<file path="src/rtl/sync_ram_fifo_pkg.sv">
// Shared types for the sync_ram_fifo controller: RAM-port arbitration decision
// and the width rule for the occupancy counter.
package sync_ram_fifo_pkg;

    typedef enum logic [1:0] {
        ARB_IDLE,
        ARB_WRITE,
        ARB_FETCH
    } arb_e;

    // Occupancy spans 0..DEPTH+1, which needs one bit more than the address.
    function automatic int level_width(input int awidth);
        return awidth + 1;
    endfunction

endpackage

</file>
<file path="src/rtl/sync_ram_fifo_out_stage.sv">
// Output stage of sync_ram_fifo_ctrl: tracks the word in flight from the RAM,
// parks it in a one-word hold register when not consumed, and muxes the head.
module sync_ram_fifo_out_stage
    import sync_ram_fifo_pkg::*;
#(
    parameter int DWIDTH = 8
) (
    input  logic              clk,
    input  logic              rst_n,
    input  logic              i_fetch,
    input  logic              i_out_ready,
    input  logic [DWIDTH-1:0] i_ram_q,
    output logic              o_out_valid,
    output logic [DWIDTH-1:0] o_out_data
);

    logic              r_inflight;
    logic              r_hold_valid;
    logic [DWIDTH-1:0] r_hold_data;
    logic              w_pop;

    // The RAM word is only valid on ram_q the cycle after its fetch, so it is
    // bypassed straight out then and captured only if nobody takes it.
    assign o_out_valid = r_inflight || r_hold_valid;
    assign o_out_data  = r_inflight ? i_ram_q : r_hold_data;
    assign w_pop       = o_out_valid && i_out_ready;

    // NOTE: sequential state uses non-blocking assignments so every register
    // samples pre-edge values, independent of statement order.
    always_ff @(posedge clk or negedge rst_n) begin
        if (!rst_n) begin
            r_inflight   <= 1'b0;
            r_hold_valid <= 1'b0;
            r_hold_data  <= '0;
        end else begin
            r_inflight <= i_fetch;
            if (r_inflight && !w_pop) begin
                r_hold_valid <= 1'b1;
                r_hold_data  <= i_ram_q;
            end else if (w_pop) begin
                r_hold_valid <= 1'b0;
            end
        end
    end

endmodule

</file>
<file path="src/rtl/sync_ram_fifo_ctrl.sv">
// Ready/valid FWFT FIFO controller driving one external single-port SYNC_RAM.
// Optional registered almost_full: define SYNC_RAM_FIFO_AFULL_EN.
module sync_ram_fifo_ctrl
    import sync_ram_fifo_pkg::*;
#(
    parameter int DWIDTH       = 8,
    parameter int AWIDTH       = 8,
    parameter int AFULL_THRESH = (1 << AWIDTH) - 4
) (
    input  logic              clk,
    input  logic              rst_n,
    input  logic              in_valid,
    input  logic [DWIDTH-1:0] in_data,
    output logic              in_ready,
    output logic              out_valid,
    output logic [DWIDTH-1:0] out_data,
    input  logic              out_ready,
    output logic [AWIDTH:0]   level,
    output logic              almost_full,
    output logic [AWIDTH-1:0] ram_addr,
    output logic              ram_we,
    output logic              ram_en,
    output logic [DWIDTH-1:0] ram_d,
    input  logic [DWIDTH-1:0] ram_q
);

    localparam int             DEPTH    = 1 << AWIDTH;
    localparam int             LW       = level_width(AWIDTH);
    localparam logic [AWIDTH:0] FULL_CNT = (AWIDTH + 1)'(DEPTH);

    logic [AWIDTH-1:0] r_wr_ptr;
    logic [AWIDTH-1:0] r_rd_ptr;
    logic [AWIDTH:0]   r_mem_cnt;
    logic [LW-1:0]     r_level;
    logic [LW-1:0]     w_level_nxt;
    logic              w_fetch;
    logic              w_push;
    logic              w_pop;
    arb_e              w_arb;

    // Fetch whenever the output stage will have room after this edge; it owns
    // the port that cycle, so writes back off.
    assign w_fetch  = (r_mem_cnt != '0) && (!out_valid || out_ready);
    assign in_ready = rst_n && (r_mem_cnt != FULL_CNT) && !w_fetch;
    assign w_push   = in_valid && in_ready;
    assign w_pop    = out_valid && out_ready;

    // NOTE: every signal driven from always_comb gets a default first, so no
    // path leaves it unassigned and no latch is inferred.
    always_comb begin
        w_arb = ARB_IDLE;
        if (w_fetch) begin
            w_arb = ARB_FETCH;
        end else if (w_push) begin
            w_arb = ARB_WRITE;
        end
    end

    always_comb begin
        ram_en   = 1'b0;
        ram_we   = 1'b0;
        ram_addr = '0;
        ram_d    = '0;
        case (w_arb)
            ARB_FETCH: begin
                ram_en   = 1'b1;
                ram_addr = r_rd_ptr;
            end
            ARB_WRITE: begin
                ram_en   = 1'b1;
                ram_we   = 1'b1;
                ram_addr = r_wr_ptr;
                ram_d    = in_data;
            end
            default: ;
        endcase
    end

    // Pointers wrap naturally; full/empty come from r_mem_cnt alone.
    always_ff @(posedge clk or negedge rst_n) begin
        if (!rst_n) begin
            r_wr_ptr  <= '0;
            r_rd_ptr  <= '0;
            r_mem_cnt <= '0;
        end else begin
            case (w_arb)
                ARB_FETCH: begin
                    r_rd_ptr  <= r_rd_ptr + 1'b1;
                    r_mem_cnt <= r_mem_cnt - 1'b1;
                end
                ARB_WRITE: begin
                    r_wr_ptr  <= r_wr_ptr + 1'b1;
                    r_mem_cnt <= r_mem_cnt + 1'b1;
                end
                default: ;
            endcase
        end
    end

    // Total occupancy moves only on external handshakes; internal fetches just
    // shift a word from RAM to the output stage.
    always_comb begin
        w_level_nxt = r_level;
        if (w_push && !w_pop) begin
            w_level_nxt = r_level + 1'b1;
        end else if (!w_push && w_pop) begin
            w_level_nxt = r_level - 1'b1;
        end
    end

    always_ff @(posedge clk or negedge rst_n) begin
        if (!rst_n) begin
            r_level <= '0;
        end else begin
            r_level <= w_level_nxt;
        end
    end

    assign level = r_level;

`ifdef SYNC_RAM_FIFO_AFULL_EN
    localparam logic [LW-1:0] AFULL_LVL = LW'(AFULL_THRESH);

    logic r_almost_full;

    // Computed from next-state level so it lines up with the level register.
    always_ff @(posedge clk or negedge rst_n) begin
        if (!rst_n) begin
            r_almost_full <= 1'b0;
        end else begin
            r_almost_full <= (w_level_nxt >= AFULL_LVL);
        end
    end

    assign almost_full = r_almost_full;
`else
    assign almost_full = 1'b0;
`endif

    sync_ram_fifo_out_stage #(
        .DWIDTH (DWIDTH)
    ) u_out_stage (
        .clk         (clk),
        .rst_n       (rst_n),
        .i_fetch     (w_fetch),
        .i_out_ready (out_ready),
        .i_ram_q     (ram_q),
        .o_out_valid (out_valid),
        .o_out_data  (out_data)
    );

endmodule

</file>
<file path="config.mk">
export PLATFORM = sky130hd
export DESIGN_NAME = sync_ram_fifo_ctrl
export DESIGN_NICKNAME = d
export VERILOG_FILES = /design/src/rtl/sync_ram_fifo_pkg.sv /design/src/rtl/sync_ram_fifo_out_stage.sv /design/src/rtl/sync_ram_fifo_ctrl.sv
export SDC_FILE = /design/constraint.sdc
export NUM_CORES = 1
export LEC_CHECK = 0
export BUFFER_PORTS_ARGS = -buffer_cell sky130_fd_sc_hd__buf_4
export CAP_MARGIN = 20
export CORE_MARGIN = 2
export CORE_UTILIZATION = 55
export DETAILED_ROUTE_END_ITERATION = 8
export GPL_TIMING_DRIVEN = 0
export PLACE_DENSITY = 0.8
export RECOVER_POWER = 100
export SKIP_CTS_REPAIR_TIMING = 1
export SLEW_MARGIN = 10
export SYNTH_ARGS = -nofsm -noshare
export SYNTH_HDL_FRONTEND = slang
export SYNTH_SLANG_ARGS = --single-unit
export TNS_END_PERCENT = 20
</file>
<file path="constraint.sdc">
create_clock -name clk -period 5.3 [get_ports clk]
set_clock_uncertainty 0.1 [all_clocks]
set_input_delay 0.53 -clock clk [delete_from_list [all_inputs] [get_ports clk]]
set_output_delay 0.53 -clock clk [all_outputs]
set_load 0.05 [all_outputs]
</file>
==> Word level (Yosys, flattened, before mapping) <==
Index checks and enable logic that the tools add are counted.
{ "op_classes": {"addsub": 6, "n_eq_ne": 3, "mux": 12, "reduce_logical": 19} }
{ "op_table": {"columns": ["op", "n"], "rows": [
  ["adder 9 x 1 -> 9 bit (second input constant)", 2],
  ["two-way mux 9 bit", 2],
  ["case mux 9 bit (2 select lines)", 1],
  ["subtractor 9 x 1 -> 9 bit (second input constant)", 2],
  ["adder 8 x 1 -> 8 bit (second input constant)", 2],
  ["two-way mux 8 bit", 2],
  ["case mux 8 bit (2 select lines)", 1],
  ["!= test 9 bit (second input constant)", 1],
  ["nonzero test 9 bit", 1],
  ["logical AND 1 bit", 8],
  ["nonzero test 2 bit", 3],
  ["two-way mux 1 bit", 5],
  ["zero test 1 bit", 4],
  ["equality test 2 x 1 -> 1 bit (second input constant)", 1],
  ["equality test 2 bit (second input constant)", 1],
  ["logical OR 1 bit", 2],
  ["two-way mux 2 bit", 1],
  ["OR reduction 2 bit", 1]
]} }
{ "word_totals": {"register_bits": 44, "inputBits": 20, "out_inout_bits": 38} }

==> Depth between registers and ports, before layout <==
Gate-level depths: netlist of run 1.
{ "logic_depth": {"ltp_word": 12, "depth_mapped": 12, "mapped_depth_nobuf": 11} }

==> Hierarchy <==
Synthesis of run 1 repeated with hierarchy kept, for this count alone.
{ "hier_totals": {"hier_cells": 265, "area_unflattened_um2": 2876.5} }
{ "by_module_without_submodules": {"columns": ["mod", "n_inst", "cells_per_inst", "area_per_inst_um2"], "rows": [
  ["sync_ram_fifo_ctrl", 1, 234, 2367.3],
  ["sync_ram_fifo_out_stage", 1, 31, 509.2]
]} }

==> Least setup slack after synthesis of run 1 <==
No wires, ideal clock.
{ "synth_timing": {"path_kind": "reg-to-reg", "startpoint": "reg r_mem_cnt[7]", "endpoint": "reg r_mem_cnt[6]", "arrival_time_ns": 3.787, "required_ns": 5.062, "path_slack_ns": 1.275, "stages_incl_launch_ff": 10, "n_path_buf": 0, "synth_period_minus_slack_ns": 4.025, "cell_sequence": "dfrtp_1 > or4_1 > or3_4 > a21boi_0 > fa_1 > nor2b_1 > o31ai_1 > a21boi_0 > o31ai_1 > mux2i_1"} }
{ "synth_via": {"elab_chain_cells": 9, "elab_cells_between_ends": 13, "classes_between": "3 x eq/ne; 3 x mux; 7 x reduce/logical"} }
{ "synth_rtl": {"columns": ["element", "line_no", "source"], "rows": [
  ["start: declaration", "sync_ram_fifo_ctrl.sv:33", "logic [AWIDTH:0] r_mem_cnt;"],
  ["start signal: assignment", "sync_ram_fifo_ctrl.sv:89", "r_mem_cnt <= r_mem_cnt - 1'b1;"],
  ["start signal: assignment", "sync_ram_fifo_ctrl.sv:93", "r_mem_cnt <= r_mem_cnt + 1'b1;"],
  ["nonzero test 9 bit", "sync_ram_fifo_ctrl.sv:43", "assign w_fetch = (r_mem_cnt != '0) && (!out_valid || out_ready);"],
  ["logical AND 1 bit", "sync_ram_fifo_ctrl.sv:43", null],
  ["zero test 1 bit", "sync_ram_fifo_ctrl.sv:44", "assign in_ready = rst_n && (r_mem_cnt != FULL_CNT) && !w_fetch;"],
  ["logical AND 1 bit", "sync_ram_fifo_ctrl.sv:44", null],
  ["logical AND 1 bit", "sync_ram_fifo_ctrl.sv:45", "assign w_push = in_valid && in_ready;"],
  ["two-way mux 1 bit", "sync_ram_fifo_ctrl.sv:54", "end else if (w_push) begin"],
  ["two-way mux 2 bit *", "sync_ram_fifo_ctrl.sv:52", "if (w_fetch) begin"],
  ["equality test 2 x 1 -> 1 bit / equality test 2 bit (equally long branches)", "sync_ram_fifo_ctrl.sv:86", "case (w_arb)"],
  ["case mux 9 bit (2 select lines) / nonzero test 2 bit (equally long branches)", null, null]
]} }
Mark *: on every way between the ends. The rest lies on a longest branch, timed or not.
A chain may end at the register's enable or synchronous reset.

==> Worst setup path in the final report of run 1 <==
{ "layout_timing": {"startpoint": "reg r_mem_cnt[7]", "endpoint": "reg r_level[8], in the netlist level[8]"} }
{ "layout_via": {"elab_chain_cells": 8, "elab_cells_between_ends": 12, "classes_between": "1 x eq/ne; 1 x mux; 10 x reduce/logical"} }
{ "layout_rtl": {"columns": ["element", "line_no", "source"], "rows": [
  ["nonzero test 9 bit", "sync_ram_fifo_ctrl.sv:43", null],
  ["logical AND 1 bit", "sync_ram_fifo_ctrl.sv:43", null],
  ["zero test 1 bit", "sync_ram_fifo_ctrl.sv:44", null],
  ["logical AND 1 bit *", "sync_ram_fifo_ctrl.sv:44", null],
  ["logical AND 1 bit *", "sync_ram_fifo_ctrl.sv:45", null],
  ["zero test 1 bit", "sync_ram_fifo_ctrl.sv:106", "end else if (!w_push && w_pop) begin"],
  ["logical AND 1 bit", "sync_ram_fifo_ctrl.sv:106", null],
  ["nonzero test 2 bit (no source line)", null, null],
  ["end signal: assignment", "sync_ram_fifo_ctrl.sv:115", "r_level <= w_level_nxt;"],
  ["end: declaration", "sync_ram_fifo_ctrl.sv:34", "logic [LW-1:0] r_level;"]
]} }
Marked as above.

==> results.md, run 1 <==
- Run status: finished clean
- Crit path required time: 5.36 ns
- # Max-Cap Violations: 0
- Initial Util: 0.579
- Crit-path cells: or4_1, or3_1, a21boi_2, clkbuf_1, ha_1, inv_1, ha_1, nor2b_1, o31a_1, o21a_1, a21oi_1, o311ai_0
- Synth top area cells: dfrtp_1 39%, ha_1 7.6%, mux2_2 6.9%
- Final setup fails: 0
- WP buf/inv: 2
- Period Utilization, post-route: 0.860
- Per-cell routed wire length: ~14 um
- Root Driver: clkbuf_8
- Clock latency on the worst-skew pair: between 0.2 and 0.3 ns
- Crit-path leading delay family: compound AO/OA/AOI/OAI gates
- Placer Congestion: 0.908
- YS warnings: 0
- Fillers: about 440
- CP Class: reg2reg
- DR pass1 iterations: 4
- Dpl hpwl: 4070 um
- CP max stage delay: 0.58 ns
- Top Usage Layer GRT: met2
- PD cells: 571 nW/um2
- Slew @ Worst Pin: just over 1 ns
- Synthesized flop and latch total: 44
- Final core occ: 0.661
- RSZ-0062 raised after global routing: false
- Vias per inst: 5.50
- H-tree lvl count: 2
- Gr ovfl total: 0
- Area of the mapped netlist: approximately 2800 um2
- Port bufs: 56
- Register area share after synthesis: 0.395
- Fmax: approximately 220 MHz
- Leakage: between 1 and 1.5 nW
- Worst vdd ir: between 0.2 and 0.3 mV
- Layout Nets: around 370
- CTS tree: done
- Clk slew on worst S/H paths: around 0.08 ns
- # diodes: 0
- Drt drc: 0
- Row count: 25
- Layout cells sized above 1: 0.150
- Die H: about 75 um
- Crit Path Max Fanout: 10
- Vias: between 2000 and 2500
- Area growth syn-to-layout: 14.2%
- Wire length of the first global-routing pass: roughly 9300 um
- Initial DRC Count: 150
- Overall Global Routing Usage: 0.215
- Main synth FF type: dfrtp_1
- Crit path capture type: flip-flop
- Synth Instances: ~260
- CTS Buf Count: 5
- Final hold viol count: 0
- Synth cell types: 50
- Largest net degree at the start of global routing: 47
- Cell mode on critical path: ha_1
- Leading area contributor after synthesis: dfrtp_1
- Syn_area_per_cell: 10.6 um2
- Startpoint Class: flip-flop
- Post-synth EDFFs: 0
- Yosys top cell area share: 0.395
- Slew Limit Fails: 0
- Slew headroom: 0.320
- Final ANT Viol Nets: 0
- Antenna violations before repair: 0
- Top-Level Pins: 58
- Met2 usage: 0.374
- Crit-path slowest cell: or4_1
- Core area: 4820 um2
- Final WL: 5570 um
- Die X-Extent: ~75 um
- Global Route met3 Usage: 0.0509
- TritonCTS Sinks: 44
- Longest Clk Path Bufs: 2
- Arr. time, crit path: about 4.6 ns
- Synth async-reset ratio: 1.00
- HP Class: in2async
- Vias in the first global route: 2097
- Die Footprint: around 5700 um2
- Grt met1 use: 0.268
- Sum Neg Setup Slack: 0 ns
- Synthesized Nets: around 300
- Fin crit period: roughly 4.6 ns
final cells by class:
type	count	area [um2]	share of cell area
Clock inverter	1	5.00	0.00157
Timing Repair Buffer	56	289	0.0908
Sequential cell	44	1100	0.346
Tap cell	67	83.8	0.0263
Buffer	10	41.3	0.0130
Clock buffer	6	72.6	0.0228
Inverter	12	45.0	0.0141
Multi-Input combinational cell	197	1550	0.486
cells by family after synthesis:
kind of cell / after synthesis / synth area share
adders and majority gates: 19 / 0.0906
buffers and inverters: 22 / 0.0345
and+or+nand+nor: 64 / 0.127
xor gates and xnor gates: 26 / 0.0817
DFF: 44 / 0.395
other: 1 / 0.00134
muxes: 26 / 0.110
AOI/OAI and AO/OA: 61 / 0.160
per-stage QoR:
| step | area, um2 | std cells | worst slack [ns] | power, mW | hold WS (ns) |
|---|---|---|---|---|---|
| 5_1_grt | 3180 | 393 | 0.360 | 1.98 | 0.169 |
| 4_1_cts | 3370 | 393 | 0.907 | 1.92 | 0.140 |
| 6_report | 3180 | 393 | 0.743 | 1.82 | 0.125 |
| 3_3_place_gp | 3290 | 386 | 1.04 | 1.68 | 0.360 |
| 3_5_place_dp | 3290 | 386 | 0.929 | 1.71 | 0.372 |
| 2_1_floorplan | 2790 | 263 | 1.27 | 1.45 | 0.134 |
power breakdown:
| part | switching, mW | total (mW) | leakage (nW) | internal [mW] |
|---|---|---|---|---|
| Sequential | 0.116 | 0.579 | 0.535 | 0.463 |
| Clock | 0.109 | 0.199 | 0.0410 | 0.0897 |
| Combinational | 0.641 | 1.04 | 0.788 | 0.398 |
| Total | 0.865 | 1.82 | 1.36 | 0.951 |
worst paths after layout:
check	slack, ns	startpoint	cells after the start	endpoint
setup / recovery	0.74	r_mem_cnt[7]	12	level[8]
hold / removal	0.13	rst_n	1	u_out_stage.r_hold_data[0]
setup reg to reg	0.74	r_mem_cnt[7]	12	level[8]
hold reg to reg	0.38	r_wr_ptr[7]	1	r_wr_ptr[7]
max in group asynchronous	4.60	rst_n	1	r_mem_cnt[4]
min in group clk	0.37	ram_q[0]	2	u_out_stage.r_hold_data[0]
Yosys cell counts, drive strengths merged (3+ instances only):
library cell and number:
dfrtp 44, clkbuf 6, nor2 6, o31ai 3, xnor2 19, ha 17
a22o 8, buf 4, and3 5, nor2b 4, o21a 5, nor3 3
and2 9, inv 12, a21oi 7, xor2 7, o21ai 13, nand4 9
mux2i 3, a21boi 6, a21o 3, mux2 23, nand2 17, or3 4
o211ai 4
flip-flops by register name, indices dropped and copies added (netlist names):
register                  count
r_wr_ptr                      8
u_out_stage.r_hold_valid      1
r_mem_cnt                     9
level                         9
u_out_stage.r_inflight        1
u_out_stage.r_hold_data       8
r_rd_ptr                      8
cells in the final DEF, fill, tap and decap left out, drive strengths merged, types with 2 or more instances in the layout:
cell type  count
nand4          9
a22o           8
o21ai         13
dfrtp         44
a21o           3
or4            2
or3            4
inv           12
o31ai          3
ha            17
nand2b         2
nand2         17
and2           9
mux2          23
and3           5
nor3           3
xor2           7
buf           22
o21a           5
a211oi         2
fa             2
clkbuf        50
nor2b          4
o211ai         4
or2            2
a21oi          7
a21boi         6
xnor2         19
mux2i          3
nor2           6
routing by layer:
metal  vias to the layer above  share of wire
li1                       1068              -
met1                      1033           0.44
met2                        54           0.50
met3                         7          0.050
met4                         0          0.011
met5                         -              0
Power figures use the tool's default switching activity.
==> run 2, diff against run 1 <==
--- a/config.mk
+++ b/config.mk
@@ -8,10 +8,11 @@
 export BUFFER_PORTS_ARGS = -buffer_cell sky130_fd_sc_hd__buf_4
 export CAP_MARGIN = 20
 export CORE_MARGIN = 2
-export CORE_UTILIZATION = 55
+export CORE_UTILIZATION = 57
+export CTS_BUF_LIST = sky130_fd_sc_hd__clkbuf_8
 export DETAILED_ROUTE_END_ITERATION = 8
 export GPL_TIMING_DRIVEN = 0
-export PLACE_DENSITY = 0.8
+export PLACE_DENSITY = 0.83
 export RECOVER_POWER = 100
 export SKIP_CTS_REPAIR_TIMING = 1
 export SLEW_MARGIN = 10
==> run 2 against run 1 <==
Sequential cell count stayed put. Global-route usage is 1.3 points higher. Hold slack better by 0.00052 ns. Power is 3.7% higher. Cell count is 0.25% higher. Setup slack better by 0.11 ns.
==> results.md, run 2 (synthesis gave the netlist of run 1 again) <==
- Initial DRC Count: between 100 and 150
- Slew Limit Fails: 0
- Crit path required time: around 5.4 ns
- RSZ-0062 raised after global routing: false
- Die X-Extent: 74.0 um
- Run status: finished clean
- Gr ovfl total: 0
- Wire length of the first global-routing pass: 9830 um
- Dpl hpwl: between 4000 and 5000 um
- TritonCTS Sinks: between 40 and 50
- Vias in the first global route: 2181
- Layout Nets: roughly 370
- Comb power frac: 0.555
- Per-cell routed wire length: approximately 15 um
- CTS Buf Count: 5
- Final Worst Setup Slack: 0.850 ns
- Total chip power: 1.88 mW
- Worst R2R End: level[8]
- Clock latency on the worst-skew pair: approximately 0.3 ns
- Final ANT Viol Nets: 0
- Top-Level Pins: 58
- DR pass1 iterations: 4
- Crit Path Max Fanout: 10
- Slew headroom: 0.351
- Crit path capture type: flip-flop
- Fin crit period: ~4.5 ns
- Sum Neg Setup Slack: 0 ns
- PD cells: 588 nW/um2
- Overall Global Routing Usage: 0.228
- Placer Congestion: between 0.8 and 0.9
- CP Class: reg2reg
- Period Utilization, post-route: 0.840
- Leakage: around 1.4 nW
- Int Pwr: roughly 1 mW
- Placed insts: a little under 400
- # Max-Cap Violations: 0
- Longest Clk Path Bufs: 2
- Slew @ Worst Pin: about 0.97 ns
- HP Class: in2async
- Psw: 0.883 mW
- Final setup fails: 0
- Layout cells sized above 1: 0.147
- WHS: roughly 0.13 ns
- # diodes: 0
- Area after DPL: between 3000 and 4000 um2
- Fmax: around 220 MHz
- Most common cell after layout, fill and taps aside: clkbuf_1
- Finished Layout Cells: about 400
- Vias: approximately 2200
- Row count: 25
- Final WL: slightly below 6000 um
- Clk slew on worst S/H paths: 0.09 ns
- Depth of the most critical reg-to-reg path: 12
- Area growth syn-to-layout: 15.0%
- DP Worst Slack: roughly 1.1 ns
- Final Cell Area: about 3200 um2
- Root Driver: clkbuf_8
- Switching Fraction: 0.469
- Commonest non-fill, non-tap cells in the layout: 46 x clkbuf_1, 44 x dfrtp_1, 20 x buf_4
- Final core occ: 0.679
- Die H: around 74 um
- Final hold viol count: 0
- Antenna violations before repair: 0
- Part of the power in registers: 0.310
- Startpoint Class: flip-flop
- Largest net degree at the start of global routing: 47
- Core area: 4720 um2
- Die Footprint: 5470 um2
- Reg-to-Reg Start: r_mem_cnt[7]
- Initial Util: 0.590
- Drt drc: 0
- H-tree lvl count: 2
- CTS tree: done
- Vias per inst: roughly 5.6
- Arr. time, crit path: 4.53 ns
- Port bufs: 56
- Setup slack, reg-to-reg: around 0.85 ns
- Worst vdd ir: ~0.28 mV
- Clock power share: 0.135
[run 2: power by group through the flow]
stage	Clock, mW	Sequential (mW)	Combinational [mW]
floorplan	0	0.675	0.775
global placement	0	0.583	1.10
detailed placement	0	0.588	1.14
CTS	0.259	0.584	1.14
global route	0.273	0.603	1.16
finish	0.255	0.584	1.05
[run 2: routing by layer]
| layer | wire [um] | track usage | vias up |
|---|---|---|---|
| met5 | 0 | 0 | - |
| met4 | 63 | 0.0606 | 0 |
| met3 | 295 | 0.0515 | 7 |
| met2 | 2900 | 0.387 | 55 |
| met1 | 2510 | 0.295 | 1090 |
| li1 | - | - | 1069 |
[run 2: worst max path at each step]
stage / from / end / slack [ns] / depth (start not counted)
global route: r_mem_cnt[7] / level[8] / 0.57 / 12
CTS: r_mem_cnt[7] / level[8] / 1.03 / 12
floorplan: r_mem_cnt[7] / r_mem_cnt[6] / 1.27 / 9
finish: r_mem_cnt[7] / level[8] / 0.85 / 12
global placement: rst_n / level[8] / 1.07 / 12
detailed placement: rst_n / level[8] / 1.06 / 12
[run 2: area by class of cell]
type,count,area (um2)
Clock buffer,5,68.8
Tap cell,67,83.8
Buffer,10,41.3
Sequential cell,44,1100
Multi-Input combinational cell,197,1550
Fill cell,396,1520
Clock inverter,3,38.8
Inverter,12,45.0
Timing Repair Buffer,56,282
[run 2: worst max-delay path: stages (launching register included)]
cell      delay (ns)
dfrtp_1         0.42
or4_1           0.59
or3_1           0.44
a21boi_2        0.38
clkbuf_1        0.38
ha_1            0.38
inv_1           0.21
ha_1            0.37
nor2b_1         0.17
o31a_1          0.29
o21a_1          0.22
a211o_1         0.29
o311ai_0        0.10
==> run 3, diff against run 2 <==
--- a/config.mk
+++ b/config.mk
@@ -8,11 +8,11 @@
 export BUFFER_PORTS_ARGS = -buffer_cell sky130_fd_sc_hd__buf_4
 export CAP_MARGIN = 20
 export CORE_MARGIN = 2
-export CORE_UTILIZATION = 57
+export CORE_UTILIZATION = 51
 export CTS_BUF_LIST = sky130_fd_sc_hd__clkbuf_8
 export DETAILED_ROUTE_END_ITERATION = 8
 export GPL_TIMING_DRIVEN = 0
-export PLACE_DENSITY = 0.83
+export PLACE_DENSITY = 0.78
 export RECOVER_POWER = 100
 export SKIP_CTS_REPAIR_TIMING = 1
 export SLEW_MARGIN = 10
==> constraint.sdc (replaced) <==
create_clock -name clk -period 4 [get_ports clk]
set_clock_uncertainty 0.1 [all_clocks]
set_input_delay 0.4 -clock clk [delete_from_list [all_inputs] [get_ports clk]]
set_output_delay 0.4 -clock clk [all_outputs]
set_load 0.05 [all_outputs]
==> run 3 against run 2 <==
The run now ends with negative hold slack left. Critical path depth did not move. Cell count rose by 1.3%. Non-clock buffer count rose by 3. Maximum frequency rose by 16%. Register-to-register slack got worse by 0.69 ns. Clock power rose by 2%. Combinational power rose by 39%. Sequential cell count did not move. Global-route usage fell by 3.0 points. Sequential share of layout area fell by 1.6 points. Via count fell by 0.95%. Highest routed layer unchanged.
==> results.md, run 3 (synthesis gave the netlist of run 1 again) <==
- Run status: complete, but fails checks
- Clock latency on the worst-skew pair: ~0.29 ns
- Vias in the first global route: 2155
- Leakage: roughly 1.5 nW
- Crit path capture type: flip-flop
- Arr. time, crit path: between 3 and 4 ns
- Final ANT Viol Nets: 0
- Placer Congestion: 0.871
- Fillers: roughly 440
- Largest net degree at the start of global routing: 47
- WHS: -0.00913 ns
- Fin crit period: 3.84 ns
- Initial Util: 0.536
- Drt drc: 0
- Top-Level Pins: 58
- HP Class: in2async
- Wire length of the first global-routing pass: approximately 9700 um
- PD cells: around 740 nW/um2
- Port bufs: 56
- Core area: roughly 5200 um2
- Failing checks: negative hold slack
- Total chip power: 2.49 mW
- Commonest non-fill, non-tap cells in the layout: 50 x buf_4, 44 x dfrtp_1, 19 x xnor2_1
- CTS Buf Count: 5
- Die Footprint: approximately 6100 um2
- Die H: 78.0 um
- Layout cells sized above 1: 0.261
- Slew Limit Fails: 0
- # diodes: 0
- H-tree lvl count: 2
- Gr ovfl total: 0
- Final Cell Area: between 3000 and 4000 um2
- Row count: 26
- TritonCTS Sinks: 44
- Overall Global Routing Usage: 0.198
- Final hold viol count: 13
- Vias per inst: ~5.5
- Antenna violations before repair: 0
- Final setup fails: 0
- Dpl hpwl: between 4000 and 5000 um
- Worst vdd ir: between 0.4 and 0.5 mV
- Slew @ Worst Pin: about 0.62 ns
- # Max-Cap Violations: 0
- Slew headroom: 0.586
- Clk slew on worst S/H paths: ~0.08 ns
- Root Driver: clkbuf_8
- Layout Nets: approximately 370
- Area after DPL: ~3300 um2
- Per-cell routed wire length: 14.1 um
- Most common cell after layout, fill and taps aside: buf_4
- Sum Neg Setup Slack: 0 ns
- Startpoint Class: flip-flop
- Final WL: 5630 um
- Vias: 2200
- Longest Clk Path Bufs: 2
- Fmax: ~260 MHz
- CTS tree: done
- Period Utilization, post-route: 0.961
- Die X-Extent: approximately 78 um
- DR pass1 iterations: 4
- Crit Path Max Fanout: 10
- Final core occ: 0.646
- CP Class: reg2reg
- Initial DRC Count: 47
- Area growth syn-to-layout: 20.6%
- Crit path required time: between 4 and 5 ns
run 3: changes by cell type in the layout (fill, tap and decap cells not counted), moves of 5 or more:
cell,change
buf_4,+30
clkbuf_1,-28
mux2_1,-5
mux2_4,+5
run 3: power by group:
group	internal [mW]	switching (mW)
clock	0.116	0.143
sequential	0.614	0.158
combinational	0.607	0.849
run 3: layout make-up:
cell class / count / area [um2] / share of cell area
Clock inverter: 2 / 8.76 / 0.00260
Timing Repair Buffer: 59 / 402 / 0.119
Buffer: 10 / 46.3 / 0.0138
Clock buffer: 5 / 68.8 / 0.0205
Multi-Input combinational cell: 197 / 1600 / 0.477
Tap cell: 70 / 87.6 / 0.0260
Sequential cell: 44 / 1100 / 0.327
Inverter: 12 / 45.0 / 0.0134
run 3: worst max-delay path: stages (launching register included):
cell      delay, ns
dfrtp_1        0.42
or4_1          0.57
or3_4          0.43
a21boi_4       0.23
buf_4          0.22
ha_4           0.19
inv_1          0.14
ha_1           0.36
nor2b_1        0.17
o31a_1         0.29
o21a_1         0.23
a211o_1        0.29
o311ai_1       0.09
run 3: metal layers:
| metal | vias up | GRT usage | routed length, um |
|---|---|---|---|
| met5 | - | 0 | 0 |
| met4 | 0 | 0.0667 | 77 |
| met3 | 6 | 0.0407 | 187 |
| met2 | 36 | 0.366 | 2940 |
| met1 | 1084 | 0.226 | 2430 |
| li1 | 1074 | - | - |
run 3: worst paths after layout:
path	startpoint	end	slack (ns)	cells past startpoint
max reg2reg	r_mem_cnt[6]	level[8]	0.16	12
max	r_mem_cnt[6]	level[8]	0.16	12
min	rst_n	u_out_stage.r_hold_data[0]	-0.009	1
min reg2reg	r_rd_ptr[7]	r_rd_ptr[7]	0.39	1
max in group asynchronous	rst_n	r_mem_cnt[2]	3.43	1
min in group clk	ram_q[3]	u_out_stage.r_hold_data[3]	0.25	2
run 3: metrics by stage:
stage	std cells	worst slack, ns	hold slack, ns
after CTS	396	-0.256	0.00988
after global routing	399	-0.0106	0.0335
after floorplan	263	0.243	0.00441
after detailed placement	389	-0.232	0.335
after global placement	389	-0.183	0.333
final	399	0.157	-0.00913
